===== src/rtl/clb_cfg_loader_if.sv =====
// Byte-serial bitstream channel into the CLB configuration loader.
// The producer drives data/valid and the loader answers with ready.
interface clb_cfg_loader_if;
    logic [7:0] in_data;
    logic       in_valid;
    logic       in_ready;

    modport master (
        output in_data,
        output in_valid,
        input  in_ready
    );

    modport slave (
        input  in_data,
        input  in_valid,
        output in_ready
    );
endinterface


===== src/rtl/clb_cfg_loader.sv =====
// Configuration loader for a row of CLB tiles: buffers one checksummed
// frame in shadow registers and commits it atomically to the tiles.
module clb_cfg_loader #(
    parameter int         N_CLB = 4,
    parameter logic [7:0] HDR   = 8'hA5
) (
    input  logic                   clk,
    input  logic                   rst,
    clb_cfg_loader_if.slave        in_if,
    output logic [16*N_CLB-1:0]    lut_mem_flat,
    output logic [N_CLB-1:0]       sel_ff_flat,
    output logic                   clb_rst,
    output logic                   cfg_done,
    output logic                   cfg_err,
    output logic                   busy
);

    localparam int NB = 3 * N_CLB;
    localparam int IW = $clog2(NB);
    localparam int TW = (N_CLB > 1) ? $clog2(N_CLB) : 1;
    localparam logic [IW-1:0] LAST = IW'(NB - 1);

    typedef enum logic [1:0] {
        IDLE,
        LOAD,
        CHK,
        COMMIT
    } state_t;

    state_t         state;
    state_t         state_nx;
    logic [IW-1:0]  idx;
    logic [TW-1:0]  tile;
    logic [1:0]     phase;
    logic [7:0]     sum;
    logic [15:0]    sh_lut [N_CLB];
    logic [N_CLB-1:0] sh_sel;
    logic           fire;
    logic           hdr_hit;
    logic           sum_ok;

    assign fire    = in_if.in_valid & in_if.in_ready;
    assign hdr_hit = (in_if.in_data == HDR);
    assign sum_ok  = (in_if.in_data == sum);

    always_ff @(posedge clk) begin
        if (rst) begin
            state <= IDLE;
        end else begin
            state <= state_nx;
        end
    end

    always_comb begin
        state_nx = state;
        unique case (state)
            IDLE:   if (fire && hdr_hit) state_nx = LOAD;
            LOAD:   if (fire && idx == LAST) state_nx = CHK;
            CHK:    if (fire) state_nx = sum_ok ? COMMIT : IDLE;
            COMMIT: state_nx = IDLE;
            default: state_nx = IDLE;
        endcase
    end

    always_comb begin
        in_if.in_ready = 1'b0;
        busy           = 1'b0;
        in_if.in_ready = !rst && (state != COMMIT);
        busy           = (state != IDLE);
    end

    // Frame bookkeeping and the committed (active) configuration.
    always_ff @(posedge clk) begin
        if (rst) begin
            idx          <= '0;
            tile         <= '0;
            phase        <= 2'd0;
            sum          <= 8'd0;
            lut_mem_flat <= '0;
            sel_ff_flat  <= '0;
            clb_rst      <= 1'b1;
            cfg_done     <= 1'b0;
            cfg_err      <= 1'b0;
        end else begin
            unique case (state)
                IDLE: begin
                    if (fire && hdr_hit) begin
                        idx      <= '0;
                        tile     <= '0;
                        phase    <= 2'd0;
                        sum      <= 8'd0;
                        cfg_done <= 1'b0;
                        cfg_err  <= 1'b0;
                    end
                end
                LOAD: begin
                    if (fire) begin
                        sum <= sum ^ in_if.in_data;
                        idx <= idx + 1'b1;
                        if (phase == 2'd2) begin
                            phase <= 2'd0;
                            tile  <= tile + 1'b1;
                        end else begin
                            phase <= phase + 2'd1;
                        end
                    end
                end
                CHK: begin
                    if (fire) begin
                        if (sum_ok) clb_rst <= 1'b1;
                        else        cfg_err <= 1'b1;
                    end
                end
                COMMIT: begin
                    for (int k = 0; k < N_CLB; k++) begin
                        lut_mem_flat[16*k +: 16] <= sh_lut[k];
                    end
                    sel_ff_flat <= sh_sel;
                    cfg_done    <= 1'b1;
                    clb_rst     <= 1'b0;
                end
                default: ;
            endcase
        end
    end

    // Shadow is plain data; its contents only matter after a full frame.
    always_ff @(posedge clk) begin
        if (state == LOAD && fire) begin
            unique case (phase)
                2'd0:    sh_lut[tile][7:0]  <= in_if.in_data;
                2'd1:    sh_lut[tile][15:8] <= in_if.in_data;
                default: sh_sel[tile]       <= in_if.in_data[0];
            endcase
        end
    end

endmodule


===== src/flat_wrapper.sv =====
// flat-port wrapper written by rule: the top's interface ports become plain ports
module clb_cfg_loader_flat 
#(
    parameter int         N_CLB = 4,
    parameter logic [7:0] HDR   = 8'hA5
)
  (clk, rst, lut_mem_flat, sel_ff_flat, clb_rst, cfg_done, cfg_err, busy, in_if_in_data, in_if_in_valid, in_if_in_ready);
  clb_cfg_loader_if in_if_i ();
  input  logic clk;
  input  logic rst;
  output logic [16*N_CLB-1:0] lut_mem_flat;
  output logic [N_CLB-1:0] sel_ff_flat;
  output logic clb_rst;
  output logic cfg_done;
  output logic cfg_err;
  output logic busy;
  input wire logic [$bits(in_if_i.in_data)-1:0] in_if_in_data;
  input wire logic [$bits(in_if_i.in_valid)-1:0] in_if_in_valid;
  output wire logic [$bits(in_if_i.in_ready)-1:0] in_if_in_ready;
  assign in_if_i.in_data = in_if_in_data;
  assign in_if_i.in_valid = in_if_in_valid;
  assign in_if_in_ready = in_if_i.in_ready;
  clb_cfg_loader #(.N_CLB(N_CLB), .HDR(HDR)) u_core (.clk(clk), .rst(rst), .in_if(in_if_i), .lut_mem_flat(lut_mem_flat), .sel_ff_flat(sel_ff_flat), .clb_rst(clb_rst), .cfg_done(cfg_done), .cfg_err(cfg_err), .busy(busy));
endmodule

===== config.mk =====
export PLATFORM = sky130hd
export DESIGN_NAME = clb_cfg_loader_flat
export DESIGN_NICKNAME = d
export VERILOG_FILES = /design/src/rtl/clb_cfg_loader_if.sv /design/src/rtl/clb_cfg_loader.sv /design/src/flat_wrapper.sv
export SDC_FILE = /design/constraint.sdc
export NUM_CORES = 1
export LEC_CHECK = 0
export CORE_AREA = 2 2 109 101
export DETAILED_ROUTE_END_ITERATION = 10
export DIE_AREA = 0 0 111 103
export PLACE_DENSITY = 0.77
export SETUP_SLACK_MARGIN = 0.5
export SLEW_MARGIN = 20
export SYNTH_ARGS = -nofsm -noshare
export SYNTH_HDL_FRONTEND = slang
export SYNTH_SLANG_ARGS = --single-unit

===== constraint.sdc =====
create_clock -name clk -period 2.7 [get_ports clk]
set_clock_uncertainty 0.1 [all_clocks]
set_input_delay 0.81 -clock clk [delete_from_list [all_inputs] [get_ports clk]]
set_output_delay 0.81 -clock clk [all_outputs]
set_load 0.02 [all_outputs]

==> metrics.cfg <==
[floorplanning]
row_count=36
core_area_mm2=0.01041
die_h_um=103
initial_core_util_pct=50.43
ios=84
fp.dieW_um=111
die-area_mm2=0.01143

[sta]
setup_viol=0
setup_tns_ns=0
relSlewSlack_pct=40.54
finalCritPeriodShare_pct=79.92
tightestPinTransition_ns=0.8898
finalHoldViolCount=0
drv_slew=0
rsz0062_at_grt=no
hold_ws_ns=0.3531
fin_crit_ns=2.158
max_freq_mhz=463.4

[setup_path]
arrival_ns=2.42
critPathLaunchType=input port
crit_path_max_fanout=5
required_ns=2.96
critPathCaptureType=flip-flop
worstSetupPathType=in2reg

[clock_network]
cts_hold_buf=0
cts_root_buf=clkbuf_16
insertion_delay_ns=0.42
cts_tree=done
clkSinkCount=157
h-tree-depth=4
clockBufferDepth=2
numCtsBuffers=17
path_clk_slew_ns=0.06

[logic_synthesis]
synthArstFlopShare_pct=0
synth_edf_count=68
synth_top_cell_by_area=edfxtp_1
synthesis.area_mm2=0.005248
synthDistinctLibCells=39
synth_most_common_cell=dfxtp_1
synth_top_area_share_pct=38.91
ys.flop_type=dfxtp_1
synth_nets=372
yosysWarnings=0
synth_seq_area_share_pct=72.87
synth-seq-cells=157
ys_top_cells_by_count=dfxtp_1, a22o_1, edfxtp_1, nand2_1, clkbuf_1
syn_inst=356
synth.area.top_cells=edfxtp_1, dfxtp_1, a22o_1, xor2_1, ha_1
avgSynthCellArea_um2=14.74

[global_route]
grt_pass1_wl_um=18040
grt-ovfl-total=0
grt_max_degree=69
grt_busiest_layer=met2
antenna_found_initial=0
first_global_vias=3228
grt_util_all_layers_pct=21.19
grtUsageMet1_pct=27.26
met3_usage_pct=5.703
gr-usage-met2_pct=34.31

[drt]
viasPerCell=5.504
drt.antenna.violating_nets=0
drc_errors=0
num_vias=3341
drtPass1Iterations=4
wire_per_inst_um=19.28
wirelength_um=11710
drt-initial-drc-count=181

[layout]
layout.nets=477
diodes=0
layout-drive-gt1-share_pct=17.93
utilization_pct=66.45
syn_to_final_growth_pct=31.76
layout.cells.non_filler=607

[power]
power_density_mw_per_mm2=700.7
vdd_drop_max_mv=0.5051
finalPower_mw=4.845
leakagePower_nw=2.944

[flow_run]
drv_cap=0

[placement]
place.gp.congestion=0.7585
dpl.cell_count=573
dp_hpwl_um=7495
numPortBuffers=83

[min_path]
hp-class=reg2reg

[status]
status=finished, final reports clean

==> routing by layer <==
metal,part of all wire [%],up-vias
met5,0,-
met4,2.0,0
met3,4.5,21
met2,48,92
met1,45,1662
li1,-,1566
==> what timing repair did <==
action | CTS | global route
gates cloned | 0 | 0
setup buffers | 0 | 2
gates resized for setup | 91 | 10
setup endpoints to repair | 192 | 111
pin swaps | 0 | 3
==> state kept, by name (all words and copies together), names as in the netlist <==
register	flops
u_core.tile	2
u_core.sh_lut	64
u_core.idx	4
u_core.clb_rst	1
u_core.state	2
u_core.sh_sel	4
u_core.cfg_err	1
u_core.phase	2
u_core.sel_ff_flat	4
u_core.sum	8
lut_mem_flat	64
u_core.cfg_done	1
==> stage by stage <==
step	cell area [um2]	worst slack [ns]
finish	6914	0.5423
global route	6914	0.5059
CTS	6865	0.4131
detailed placement	6370	-0.2971
global placement	6370	-0.3004
floorplan	5299	0.5220
==> cell type report <==
cell class | instances | area [um2]
Clock buffer | 19 | 452.9
Clock inverter | 13 | 112.6
Fill cell | 736 | 3491
Inverter | 4 | 15.01
Multi-Input combinational cell | 174 | 1390
Sequential cell | 157 | 3827
Tap cell | 133 | 166.4
Timing Repair Buffer | 107 | 949.7
==> cells in the final DEF (no fill, tap or decap), types with 5 or more instances in the layout <==
cell type and instances:
a22o_1 68, dlymetal6s2s_1 5, nand2_1 16, and3_1 5, buf_4 22, or2_2 5, clkbuf_16 17, dlygate4sd2_1 72
ha_1 5, xor2_1 8, edfxtp_1 68, nand3_1 10, a21oi_1 10, and2_4 5, dfxtp_1 88
==> path summary, 6_finish.rpt <==
| path | from | to | slack, ns | depth (start not counted) |
|---|---|---|---|---|
| worst min-delay path | u_core.sh_lut[1][3]$_DFFE_PP_ | lut_mem_flat[19]$_SDFFE_PP0P_ | 0.35 | 1 |
| worst max-delay path | in_if_in_data[5] | u_core.idx[0]$_SDFFE_PP0P_ | 0.54 | 5 |
| worst min register to register | u_core.sh_lut[1][3]$_DFFE_PP_ | lut_mem_flat[19]$_SDFFE_PP0P_ | 0.35 | 1 |
| worst max register to register | u_core.state[0]$_SDFFE_PP0P_ | lut_mem_flat[16]$_SDFFE_PP0P_ | 0.66 | 5 |
==> logic make-up (layout without fill, tap and decap cells) <==
group                    count (synthesis)  after routing  synth area share [%]
multiplexers                             2              2                0.4053
adder cells (fa/ha/maj)                  5              5                 1.192
AO/OA/AOI/OAI                           94             94                 14.71
buffers and inverters                   25            143                 2.050
XOR/XNOR                                 9              9                 1.502
AND/OR/NAND/NOR                         64             64                 7.272
flip-flops                             157            157                 72.87
==> where the power goes <==
group,switching (mW),internal [mW]
clock,0.950,1.32
combinational,0.0692,0.0349
sequential,0.000110,2.47
==> critical path: stages <==
cell             delay [ns]
clkdlybuf4s50_1        0.51
and4bb_2               0.31
a21o_1                 0.21
a31oi_2                0.36
mux2_2                 0.22
No activity file was read; power rests on OpenSTA's default activity.
